$ cat src/rtl/autoneg_ctrl_pkg.sv
// Shared encodings for the 1000BASE-X auto-negotiation controller:
// xmit codes, Config_Reg bit positions and the arbitration state type.
package pcs_an_pkg;

  localparam logic [1:0] XMIT_CONFIG = 2'd0;
  localparam logic [1:0] XMIT_IDLE   = 2'd1;
  localparam logic [1:0] XMIT_DATA   = 2'd2;

  localparam int CFG_ACK_BIT = 14;
  localparam int CFG_FD_BIT  = 5;
  localparam int CFG_HD_BIT  = 6;

  localparam logic [15:0] CFG_ACK_MASK = 16'h0001 << CFG_ACK_BIT;

  typedef enum logic [2:0] {
    AN_ENABLE            = 3'd0,
    AN_RESTART           = 3'd1,
    ABILITY_DETECT       = 3'd2,
    ACKNOWLEDGE_DETECT   = 3'd3,
    COMPLETE_ACKNOWLEDGE = 3'd4,
    IDLE_DETECT          = 3'd5,
    LINK_OK              = 3'd6,
    AN_DISABLE_LINK_OK   = 3'd7
  } an_state_t;

  // Config_Reg with the acknowledge bit removed, used for every ability comparison.
  function automatic logic [15:0] mask_ack(input logic [15:0] v);
    return v & ~CFG_ACK_MASK;
  endfunction

endpackage

$ cat src/rtl/autoneg_ctrl_if.sv
// PCS-side signals of the auto-negotiation controller: receive indications in,
// transmit sequencing out.
interface autoneg_ctrl_if;

  logic        sync_status;
  logic        rx_cfg_valid;
  logic [15:0] rx_Config_Reg;
  logic        rx_idle;
  logic [1:0]  xmit;
  logic        xmit_data;
  logic [15:0] tx_Config_Reg;

  modport master (
    input  sync_status, rx_cfg_valid, rx_Config_Reg, rx_idle,
    output xmit, xmit_data, tx_Config_Reg
  );

  modport slave (
    output sync_status, rx_cfg_valid, rx_Config_Reg, rx_idle,
    input  xmit, xmit_data, tx_Config_Reg
  );

endinterface

$ cat src/rtl/autoneg_ctrl_an_match_detect.sv
// Consistency counters over received /C/ and /I/ sets; produces the match
// qualifiers the arbitration FSM branches on.
module an_match_detect
  import pcs_an_pkg::*;
(
  input  logic        clk,
  input  logic        rst_n,
  input  logic        clr,
  input  logic        cfg_valid,
  input  logic [15:0] cfg,
  input  logic        idle,
  input  logic [15:0] lp_ability,
  output logic        ability_match,
  output logic        acknowledge_match,
  output logic        zero_match,
  output logic        idle_match,
  output logic        cfg_mismatch,
  output logic        abl_full,
  output logic [15:0] cfg_stored
);

  logic [15:0] cfg_reg;
  logic [1:0]  abl_cnt_reg;
  logic [1:0]  ack_cnt_reg;
  logic [1:0]  idle_cnt_reg;
  logic [15:0] cmp;
  logic        same;

  assign cmp  = mask_ack(cfg);
  assign same = (cmp == cfg_reg);

  always_ff @(posedge clk or negedge rst_n) begin
    if (!rst_n) begin
      cfg_reg      <= '0;
      abl_cnt_reg  <= '0;
      ack_cnt_reg  <= '0;
      idle_cnt_reg <= '0;
    end else if (clr) begin
      cfg_reg      <= '0;
      abl_cnt_reg  <= '0;
      ack_cnt_reg  <= '0;
      idle_cnt_reg <= '0;
    end else if (cfg_valid) begin
      idle_cnt_reg <= '0;
      if (same) begin
        if (abl_cnt_reg != 2'd3) abl_cnt_reg <= abl_cnt_reg + 2'd1;
      end else begin
        cfg_reg     <= cmp;
        abl_cnt_reg <= 2'd1;
      end
      // Acknowledge counting restarts whenever a frame arrives without the ack bit.
      if (!cfg[CFG_ACK_BIT]) begin
        ack_cnt_reg <= '0;
      end else if (same) begin
        if (ack_cnt_reg != 2'd3) ack_cnt_reg <= ack_cnt_reg + 2'd1;
      end else begin
        ack_cnt_reg <= 2'd1;
      end
    end else if (idle && idle_cnt_reg != 2'd3) begin
      idle_cnt_reg <= idle_cnt_reg + 2'd1;
    end
  end

  assign abl_full          = (abl_cnt_reg == 2'd3);
  assign ability_match     = abl_full && (cfg_reg != '0);
  assign zero_match        = abl_full && (cfg_reg == '0);
  assign acknowledge_match = (ack_cnt_reg == 2'd3);
  assign idle_match        = (idle_cnt_reg == 2'd3);
  assign cfg_mismatch      = cfg_valid && (cmp != mask_ack(lp_ability));
  assign cfg_stored        = cfg_reg;

endmodule

$ cat src/rtl/autoneg_ctrl.sv
// Clause 37 style auto-negotiation arbitration: sequences xmit and the
// transmitted Config_Reg, and reports the partner's ability once the link is up.
module autoneg_ctrl
  import pcs_an_pkg::*;
#(
  parameter int LINK_TIMER = 16,
  parameter int TMR_W      = 21
) (
  input  logic                  GTX_CLK,
  input  logic                  mr_main_reset,
  input  logic                  mr_an_enable,
  input  logic                  mr_restart_an,
  input  logic [15:0]           mr_adv_ability,
  autoneg_ctrl_if.master        pcs,
  output logic [15:0]           mr_lp_adv_ability,
  output logic                  mr_an_complete
);

  an_state_t   state_reg, state_next;
  logic [TMR_W-1:0] timer_reg, timer_next;
  logic [1:0]  xmit_reg, xmit_next;
  logic        xmit_data_reg, xmit_data_next;
  logic [15:0] tx_cfg_reg, tx_cfg_next;
  logic [15:0] lp_reg, lp_next;
  logic        complete_reg, complete_next;
  logic        clr;
  logic        link_timer_done;

  logic ability_match, acknowledge_match, zero_match, idle_match;
  logic cfg_mismatch, abl_full;
  logic [15:0] cfg_stored;

  an_match_detect u_match (
    .clk               (GTX_CLK),
    .rst_n             (mr_main_reset),
    .clr               (clr),
    .cfg_valid         (pcs.rx_cfg_valid),
    .cfg               (pcs.rx_Config_Reg),
    .idle              (pcs.rx_idle),
    .lp_ability        (lp_reg),
    .ability_match     (ability_match),
    .acknowledge_match (acknowledge_match),
    .zero_match        (zero_match),
    .idle_match        (idle_match),
    .cfg_mismatch      (cfg_mismatch),
    .abl_full          (abl_full),
    .cfg_stored        (cfg_stored)
  );

  assign link_timer_done = (timer_reg == TMR_W'(LINK_TIMER - 1));

  always_comb begin
    state_next = state_reg;
    case (state_reg)
      AN_ENABLE:            state_next = mr_an_enable ? AN_RESTART : AN_DISABLE_LINK_OK;
      AN_RESTART:           if (link_timer_done) state_next = ABILITY_DETECT;
      ABILITY_DETECT: begin
        if (ability_match)   state_next = ACKNOWLEDGE_DETECT;
        else if (zero_match) state_next = AN_ENABLE;
      end
      ACKNOWLEDGE_DETECT: begin
        if (cfg_mismatch) state_next = AN_ENABLE;
        else if (acknowledge_match && cfg_stored == mask_ack(lp_reg))
          state_next = COMPLETE_ACKNOWLEDGE;
      end
      COMPLETE_ACKNOWLEDGE: begin
        if (cfg_mismatch) state_next = AN_ENABLE;
        else if (link_timer_done && ability_match) state_next = IDLE_DETECT;
      end
      IDLE_DETECT: begin
        if (ability_match) state_next = AN_ENABLE;
        else if (link_timer_done && idle_match) state_next = LINK_OK;
      end
      LINK_OK:              if (pcs.rx_cfg_valid && abl_full) state_next = AN_ENABLE;
      AN_DISABLE_LINK_OK:   if (mr_an_enable) state_next = AN_ENABLE;
      default:              state_next = AN_ENABLE;
    endcase
    if (mr_an_enable && (!pcs.sync_status || mr_restart_an)) state_next = AN_ENABLE;

    // Counters are cleared in AN_ENABLE and on entry to IDLE_DETECT, so a fresh
    // ability_match there means the partner really restarted.
    clr = (state_reg == AN_ENABLE) ||
          (state_next == IDLE_DETECT && state_reg != IDLE_DETECT);

    timer_next = (state_next != state_reg) ? '0 :
                 (timer_reg != '1) ? timer_reg + 1'b1 : timer_reg;

    xmit_next     = XMIT_CONFIG;
    tx_cfg_next   = '0;
    complete_next = 1'b0;
    lp_next       = lp_reg;
    case (state_next)
      ABILITY_DETECT:       tx_cfg_next = mask_ack(mr_adv_ability);
      ACKNOWLEDGE_DETECT,
      COMPLETE_ACKNOWLEDGE: tx_cfg_next = mr_adv_ability | CFG_ACK_MASK;
      IDLE_DETECT: begin
        xmit_next   = XMIT_IDLE;
        tx_cfg_next = mr_adv_ability | CFG_ACK_MASK;
      end
      LINK_OK: begin
        xmit_next     = XMIT_DATA;
        tx_cfg_next   = mr_adv_ability | CFG_ACK_MASK;
        complete_next = 1'b1;
      end
      AN_DISABLE_LINK_OK:   xmit_next = XMIT_DATA;
      default:              xmit_next = XMIT_CONFIG;
    endcase
    xmit_data_next = (xmit_next == XMIT_DATA);
    if (state_reg == ABILITY_DETECT && state_next == ACKNOWLEDGE_DETECT)
      lp_next = cfg_stored;
  end

  always_ff @(posedge GTX_CLK or negedge mr_main_reset) begin
    if (!mr_main_reset) begin
      state_reg     <= AN_ENABLE;
      timer_reg     <= '0;
      xmit_reg      <= XMIT_CONFIG;
      xmit_data_reg <= 1'b0;
      tx_cfg_reg    <= '0;
      lp_reg        <= '0;
      complete_reg  <= 1'b0;
    end else begin
      state_reg     <= state_next;
      timer_reg     <= timer_next;
      xmit_reg      <= xmit_next;
      xmit_data_reg <= xmit_data_next;
      tx_cfg_reg    <= tx_cfg_next;
      lp_reg        <= lp_next;
      complete_reg  <= complete_next;
    end
  end

  assign pcs.xmit          = xmit_reg;
  assign pcs.xmit_data     = xmit_data_reg;
  assign pcs.tx_Config_Reg = tx_cfg_reg;
  assign mr_lp_adv_ability = lp_reg;
  assign mr_an_complete    = complete_reg;

endmodule

$ cat src/flat_wrapper.sv
// flat-port wrapper written by rule: the top's interface ports become plain ports
module autoneg_ctrl_flat import pcs_an_pkg::*;
#(
  parameter int LINK_TIMER = 16,
  parameter int TMR_W      = 21
)
  (GTX_CLK, mr_main_reset, mr_an_enable, mr_restart_an, mr_adv_ability, mr_lp_adv_ability, mr_an_complete, pcs_sync_status, pcs_rx_cfg_valid, pcs_rx_Config_Reg, pcs_rx_idle, pcs_xmit, pcs_xmit_data, pcs_tx_Config_Reg);
  autoneg_ctrl_if pcs_i ();
  input  logic GTX_CLK;
  input  logic mr_main_reset;
  input  logic mr_an_enable;
  input  logic mr_restart_an;
  input  logic [15:0] mr_adv_ability;
  output logic [15:0] mr_lp_adv_ability;
  output logic mr_an_complete;
  input wire logic [$bits(pcs_i.sync_status)-1:0] pcs_sync_status;
  input wire logic [$bits(pcs_i.rx_cfg_valid)-1:0] pcs_rx_cfg_valid;
  input wire logic [$bits(pcs_i.rx_Config_Reg)-1:0] pcs_rx_Config_Reg;
  input wire logic [$bits(pcs_i.rx_idle)-1:0] pcs_rx_idle;
  output wire logic [$bits(pcs_i.xmit)-1:0] pcs_xmit;
  output wire logic [$bits(pcs_i.xmit_data)-1:0] pcs_xmit_data;
  output wire logic [$bits(pcs_i.tx_Config_Reg)-1:0] pcs_tx_Config_Reg;
  assign pcs_i.sync_status = pcs_sync_status;
  assign pcs_i.rx_cfg_valid = pcs_rx_cfg_valid;
  assign pcs_i.rx_Config_Reg = pcs_rx_Config_Reg;
  assign pcs_i.rx_idle = pcs_rx_idle;
  assign pcs_xmit = pcs_i.xmit;
  assign pcs_xmit_data = pcs_i.xmit_data;
  assign pcs_tx_Config_Reg = pcs_i.tx_Config_Reg;
  autoneg_ctrl #(.LINK_TIMER(LINK_TIMER), .TMR_W(TMR_W)) u_core (.GTX_CLK(GTX_CLK), .mr_main_reset(mr_main_reset), .mr_an_enable(mr_an_enable), .mr_restart_an(mr_restart_an), .mr_adv_ability(mr_adv_ability), .pcs(pcs_i), .mr_lp_adv_ability(mr_lp_adv_ability), .mr_an_complete(mr_an_complete));
endmodule
$ cat config.mk
export PLATFORM = sky130hd
export DESIGN_NAME = autoneg_ctrl_flat
export DESIGN_NICKNAME = d
export VERILOG_FILES = /design/src/rtl/autoneg_ctrl_pkg.sv /design/src/rtl/autoneg_ctrl_if.sv /design/src/rtl/autoneg_ctrl_an_match_detect.sv /design/src/rtl/autoneg_ctrl.sv /design/src/flat_wrapper.sv
export SDC_FILE = /design/constraint.sdc
export NUM_CORES = 1
export LEC_CHECK = 0
export ABC_AREA = 0
export CAP_MARGIN = 20
export CORE_AREA = 2 2 107 109
export DETAILED_ROUTE_END_ITERATION = 10
export DIE_AREA = 0 0 109 111
export PLACE_DENSITY_LB_ADDON = 0.2
export SLEW_MARGIN = 30
export SYNTH_ARGS = -nofsm -noshare
export SYNTH_HDL_FRONTEND = slang
export SYNTH_SLANG_ARGS = --single-unit
$ cat constraint.sdc
create_clock -name GTX_CLK -period 2.43 [get_ports GTX_CLK]
set_input_delay 0.243 -clock GTX_CLK [delete_from_list [all_inputs] [get_ports GTX_CLK]]
set_output_delay 0.243 -clock GTX_CLK [all_outputs]
set_load 0.005 [all_outputs]
# After elaboration in Yosys (flattened, before gate mapping)
# Cells that the tools add are included.
[op_classes]
add_sub_neg = 4
eq_ne = 30
reduce_logical = 25
n_mux = 34
[ops]
columns = ["cell", "count"]
rows = [
  ["two-way mux 16 bit", 3],
  ["two-way mux 21 bit", 2],
  ["two-way mux 3 bit", 13],
  ["equality test 16 bit", 2],
  ["case mux 16 bit (2 select lines)", 1],
  ["equality test 3 bit (second input constant)", 8],
  ["two-way mux 2 bit", 12],
  ["case mux 3 bit (8 select lines)", 1],
  ["adder 21 x 1 -> 21 bit (second input constant)", 1],
  ["equality test 21 x 4 -> 1 bit (second input constant)", 1],
  ["!= test 21 bit (second input constant)", 1],
  ["logical NOT 16 bit", 1],
  ["nonzero test 16 bit", 1],
  ["!= test 15 bit", 1],
  ["equality test 3 x 2 -> 1 bit (second input constant)", 4],
  ["logical AND 1 bit", 11],
  ["equality test 2 bit (second input constant)", 4],
  ["adder 2 x 1 -> 2 bit (second input constant)", 3],
  ["!= test 2 bit (second input constant)", 3],
  ["AND reduction 2 bit", 3],
  ["!= test 4 x 2 -> 1 bit (second input constant)", 1],
  ["case mux 2 bit (2 select lines)", 1],
  ["nonzero test 2 bit", 2],
  ["OR reduction 4 bit", 1],
  ["other kinds (11)", 12],
]
[word_totals]
out_inout_bits = 36
wordCells = 104
input_bits = 39
ff_bits = 82

# Depth between registers and ports, before layout
[depth]
ltp_word = 12
depth_mapped = 10

# By module
# From an unflattened synthesis, not the netlist that was laid out.
[unflattened]
hier_cells = 425
area_unflattened_um2 = 4513.1
[modules_own_cells]
columns = ["mod", "instances", "area_per_inst_um2", "cells_each"]
rows = [
  ["autoneg_ctrl", 1, 3002.9, 271],
  ["an_match_detect", 1, 1510.2, 154],
]

# Worst setup path before layout
# Ideal clock, no wire load.
[synth_path]
path_kind = "register to register"
from = "reg u_core.u_match.abl_cnt_reg[0]"
to = "reg u_core.lp_reg[10] (netlist: u_core.mr_lp_adv_ability[10])"
t_arrival_ps = 2466
stages_incl_launch_ff = 11
setup_ps = 125
path_buffers = 2
path_slack_ps = -161
period_less_slack_ps = 2591
path_cell_list = "dfrtp_1 -> ha_1 -> clkbuf_1 -> and3b_1 -> a2111oi_2 -> nor3_1 -> o22a_1 -> a21oi_2 -> nand4_4 -> buf_6 -> mux2_4"
[synth_via]
elab_chain_len = 9
word_cells_on_any_way = 15
cone_classes = "eq/ne: 2; mux: 8; reduce/logical: 5"
[synth_rtl]
columns = ["item", "line", "rtl"]
rows = [
  ["from (decl)", "autoneg_ctrl_an_match_detect.sv:23", "logic [1:0] abl_cnt_reg;"],
  ["from (signal assigned)", "autoneg_ctrl_an_match_detect.sv:46", "if (abl_cnt_reg != 2'd3) abl_cnt_reg <= abl_cnt_reg + 2'd1;"],
  ["equality test 2 bit *", "autoneg_ctrl_an_match_detect.sv:64", "assign abl_full = (abl_cnt_reg == 2'd3);"],
  ["logical AND 1 bit", "autoneg_ctrl_an_match_detect.sv:65", "assign ability_match = abl_full && (cfg_reg != '0);"],
  ["logical AND 1 bit", "autoneg_ctrl.sv:68", "else if (link_timer_done && ability_match) state_next = IDLE_DETECT;"],
  ["two-way mux 3 bit", "autoneg_ctrl.sv:68", ""],
  ["two-way mux 3 bit", "autoneg_ctrl.sv:67", "if (cfg_mismatch) state_next = AN_ENABLE;"],
  ["case mux 3 bit (8 select lines) *", "autoneg_ctrl.sv:54", "case (state_reg)"],
  ["two-way mux 3 bit *", "autoneg_ctrl.sv:78", "if (mr_an_enable && (!pcs.sync_status || mr_restart_an)) state_next = AN_ENABLE;"],
  ["net u_core.state_next[1]", "autoneg_ctrl.sv:19", "an_state_t state_reg, state_next;"],
  ["equality test 3 x 2 -> 1 bit *", "autoneg_ctrl.sv:109", "if (state_reg == ABILITY_DETECT && state_next == ACKNOWLEDGE_DETECT)"],
  ["logical AND 1 bit *", "autoneg_ctrl.sv:109", ""],
  ["to (signal assigned)", "autoneg_ctrl.sv:128", "lp_reg <= lp_next;"],
  ["to (decl)", "autoneg_ctrl.sv:24", "logic [15:0] lp_reg, lp_next;"],
]
# Mark *: on every way through the listed nets, which the timed path passes. The rest lies on a longest branch.
# A chain may end at the register's enable or synchronous reset.

# Worst setup path in the final report
[layout_path]
from = "reg u_core.lp_reg[1] (netlist: u_core.mr_lp_adv_ability[1])"
to = "reg u_core.lp_reg[10] (netlist: u_core.mr_lp_adv_ability[10])"
[layout_via]
elab_chain_len = 8
word_cells_on_any_way = 11
cone_classes = "eq/ne: 3; mux: 5; reduce/logical: 3"
[layout_rtl]
columns = ["item", "line", "rtl"]
rows = [
  ["equality test 16 bit", "autoneg_ctrl.sv:63", "else if (acknowledge_match && cfg_stored == mask_ack(lp_reg))"],
  ["logical AND 1 bit", "autoneg_ctrl.sv:63", ""],
  ["two-way mux 3 bit", "autoneg_ctrl.sv:63", ""],
  ["two-way mux 3 bit", "autoneg_ctrl.sv:62", "if (cfg_mismatch) state_next = AN_ENABLE;"],
  ["case mux 3 bit (8 select lines) *", "autoneg_ctrl.sv:54", ""],
  ["two-way mux 3 bit *", "autoneg_ctrl.sv:78", ""],
  ["net u_core.state_next[0]", "autoneg_ctrl.sv:19", ""],
  ["equality test 3 x 2 -> 1 bit *", "autoneg_ctrl.sv:109", ""],
  ["logical AND 1 bit *", "autoneg_ctrl.sv:109", ""],
]
# Marked as above.

==> implementation parameters <==
Parameter                              Value

Synth
  Cells after synthesis ... 399
  Number of register bits inferred by synthesis ... 80
  Async set or reset register ratio after synthesis ... 1.00
  Synthesis Warnings ... 0
  Proportion of synthesized area in mux cells ... 0.0946
  Most frequently used cell type in the post-synthesis netlist ... dfrtp_1
  Top-area cell type share of the netlist area ... 0.466
  Top area cells in the synthesized netlist ... dfrtp_1 (47%), xnor2_1 (11%), mux2i_1 (4.7%)
  Cell type contributing the most total cell area after synthesis ... dfrtp_1
  Top_reg_cell synth ... dfrtp_1
  Post-synth EDFFs ... 0
  Sequential share of the synthesized area ... 0.466
  Basic-gate share of the synthesized area counting and, or, nand and nor cells ... 0.207
  Top cells by count, synth ... dfrtp_1 (80), xnor2_1 (52), nor2_1 (26), nor3_1 (26)
  Largest family of logic cells by synthesized area ... simple AND/OR/NAND/NOR gates
  Total nets after synthesis ... between 400 and 500
  Xor and xnor fraction of the mapped netlist area ... 0.130
  Average footprint of a synthesized cell ... 10.8 um^2
  Compound-gate portion of the synthesized area ... 0.0661
  Post-Syn Area ... 4300 um^2
  Count of distinct cell types in the synthesized netlist ... 52
  Adder-cell share of the synthesized area ... 0.0116

Drt
  Detailed router's first-iteration violation count ... roughly 100
  Via-to-Cell Ratio ... 5.14
  Remaining DRCs ... 0
  Antenna-violating nets left ... 0
  Avg WL per Cell ... 16.2 um
  Vias after detailed routing ... 3607
  Total iterations of the first detailed-routing run ... 4
  Total detailed-routing wirelength ... 11.4 mm

Floorplan
  Placeable core region ... about 11000 um^2
  Starting density of the core ... 0.388
  Die Footprint ... about 12000 um^2
  Height of the chip ... 111 um
  Number of top-level pins ... 75
  Die Wd ... around 110 um
  Num rows ... 39

Pwr
  Cell area power density ... ~1100 nW/um^2
  Power Total ... ~7.1 mW
  Maximum vdd ir drop ... 0.455 mV
  Leak pwr ... 2.85 nW

STA
  Final critical path time including I/O delays and setup ... 2580 ps
  Final setup skew ... between 7 and 8 ps
  Setup tns final ... -4800 ps
  Setup slack of the critical path after layout ... -147 ps
  Worst slew margin relative to its limit ... 0.616
  Worst slew pin tran ... 576 ps
  Number of endpoints failing setup at the final stage ... ~50
  FMAX ... 388 MHz
  Final period utilization ... 1.06
  RSZ-0062 raised after global routing ... yes
  Final Slew Violations ... 0
  Hold violation count in the final report ... 0

Outcome
  Run status ... complete, but fails checks
  Failing checks ... setup timing

Global routing
  Largest net degree at the start of global routing ... 44
  Global-route congestion overflow total ... 0
  Number of global-route vias before repair ... 3712
  Wire length of the first global-routing pass ... 18.5 mm
  Number of antenna violations at the first check in global routing ... 0
  Global routing usage summed across all routing layers ... 0.198

Placed design
  Number of port buffers ... 72
  Routability-driven placement congestion ratio ... about 0.9
  HPWL after detailed placement ... 7.73 mm
  Standard cell area after detailed placement ... between 5000 and 6000 um^2

Layout
  Final net count ... 597
  Fillcell total ... 930
  Area growth, synth to finish ... 50.2%
  Layout cells sized above 1 ... 0.299
  Largest register FFs ... 21
  Layout Cell Area excl Fill ... 6460 um^2
  Diodes inserted ... 0

Clock tree
  TritonCTS clock tree ... done
  CTS Buf Count ... 9
  Worst-skew pair later-pin latency ... 340 ps
  Total clock sinks ... 80
  Deepest level of the CTS H-tree ... 3
  Buffer depth of the longest clock path ... 2
  Clock slew at reported path FFs ... 70 ps
  Buffer cell driving the clock tree root ... clkbuf_16

Worst setup path
  Critical Path End Type ... register
  WP data required ... approximately 2700 ps
  Worst r2r src ... u_core.mr_lp_adv_ability[1]
  Crit. Startpoint ... u_core.mr_lp_adv_ability[1]
  Crit start category ... register
  CP arrival ... 2800 ps
  Cells on worst reg2reg path ... 9
  Maximum net fanout on the critical path ... 7
  Startpoint-to-endpoint class of the critical path ... reg -> reg

Run
  Max cap viols ... 0

Hold path
  Hold WC Path Type ... in -> async
-- logic make-up after synthesis --
logic type,after synthesis
AOI/OAI and AO/OA,33
adders and majority gates,4
and+or+nand+nor,160
buffers and inverters,22
muxes,35
DFF,80
other,1
xor gates and xnor gates,64
-- routing by layer --
layer / share of wire / track usage / up-vias
li1: - / - / 1728
met5: 0 / 0 / -
met3: 0.046 / 0.0464 / 17
met4: 0.015 / 0.0684 / 0
met1: 0.43 / 0.252 / 1780
met2: 0.51 / 0.328 / 82
-- worst paths after layout --
kind / slack [ps] / end
max: -150 / u_core.mr_lp_adv_ability[10]
min: 430 / u_core.u_match.cfg_stored[6]
max reg2reg: -150 / u_core.mr_lp_adv_ability[10]
min reg2reg: 510 / u_core.u_match.abl_cnt_reg[0]
max in group asynchronous: 1380 / u_core.timer_reg[18]
min in group GTX_CLK: 450 / u_core.pcs.tx_Config_Reg[3]
-- per-stage QoR --
step,std cells,hold slack [ps],setup WS (ps),util
floorplan,399,-52.6,24.3,-
global placement,671,280,-461,0.519
detailed placement,671,278,-485,0.519
CTS,696,441,-109,0.567
global route,702,447,-228,0.583
finish,702,434,-147,0.583
-- area by class of cell --
type	count	area (um^2)	area share
inverter	5	18.8	0.00291
timing repair buffer	161	1510	0.234
multi-input combinational	297	2450	0.380
sequential	80	2010	0.311
clock inverter	7	56.3	0.00872
clock buffer	9	225	0.0349
tap	143	179	0.0277
-- report_power, final --
part / total, mW / switching [mW] / internal [mW]
registers: 2.14 / 0.399 / 1.74
clock network: 1.29 / 0.584 / 0.702
logic: 3.69 / 1.62 / 2.07
-- critical path, cell delays in order, from the launching register on --
cell and delay (ps):
dfrtp_2 440, xnor2_2 240, nand4_1 170, o41ai_4 430, buf_4 180, nand3b_4 110, a31oi_4 240, nand4_4 150
clkbuf_16 200, mux2_4 290
-- timing repair --
| action | 4_1_cts | 5_1_grt |
|---|---|---|
| hold buffers | 1 | 0 |
| cloned | 4 | 2 |
| pin swaps | 6 | 15 |
| endpoints found under the setup margin | 53 | 78 |
| buffers inserted | 4 | 4 |
| endpoints found under the hold margin | 42 | 0 |
| resized for setup | 41 | 22 |
-- placed cells by master, fill, tap and decap left out, types with 2 or more instances in the layout --
master and instances:
xnor2_1 47, clkbuf_16 11, and2_1 16, o21ai_0 5, nor3b_2 2, nor3b_1 3
nand4_1 16, nand2b_1 4, a211oi_1 2, and3_1 10, nor3_1 19, nand2_1 18
a31oi_1 2, buf_12 5, nor2_1 26, and2_4 4, clkinvlp_4 3, xnor2_2 4
nand3_1 10, dfrtp_1 73, o211ai_1 2, buf_6 7, ha_1 4, clkdlybuf4s50_1 71
mux2i_1 20, a21oi_1 5, dfrtp_2 7, buf_4 75, inv_1 5, and4_1 4
nor4_1 4, nor3_2 7, a211oi_2 2, nor4_2 3, mux2_4 15, nor2b_1 3
xor2_1 12
Power figures use the tool's default switching activity.
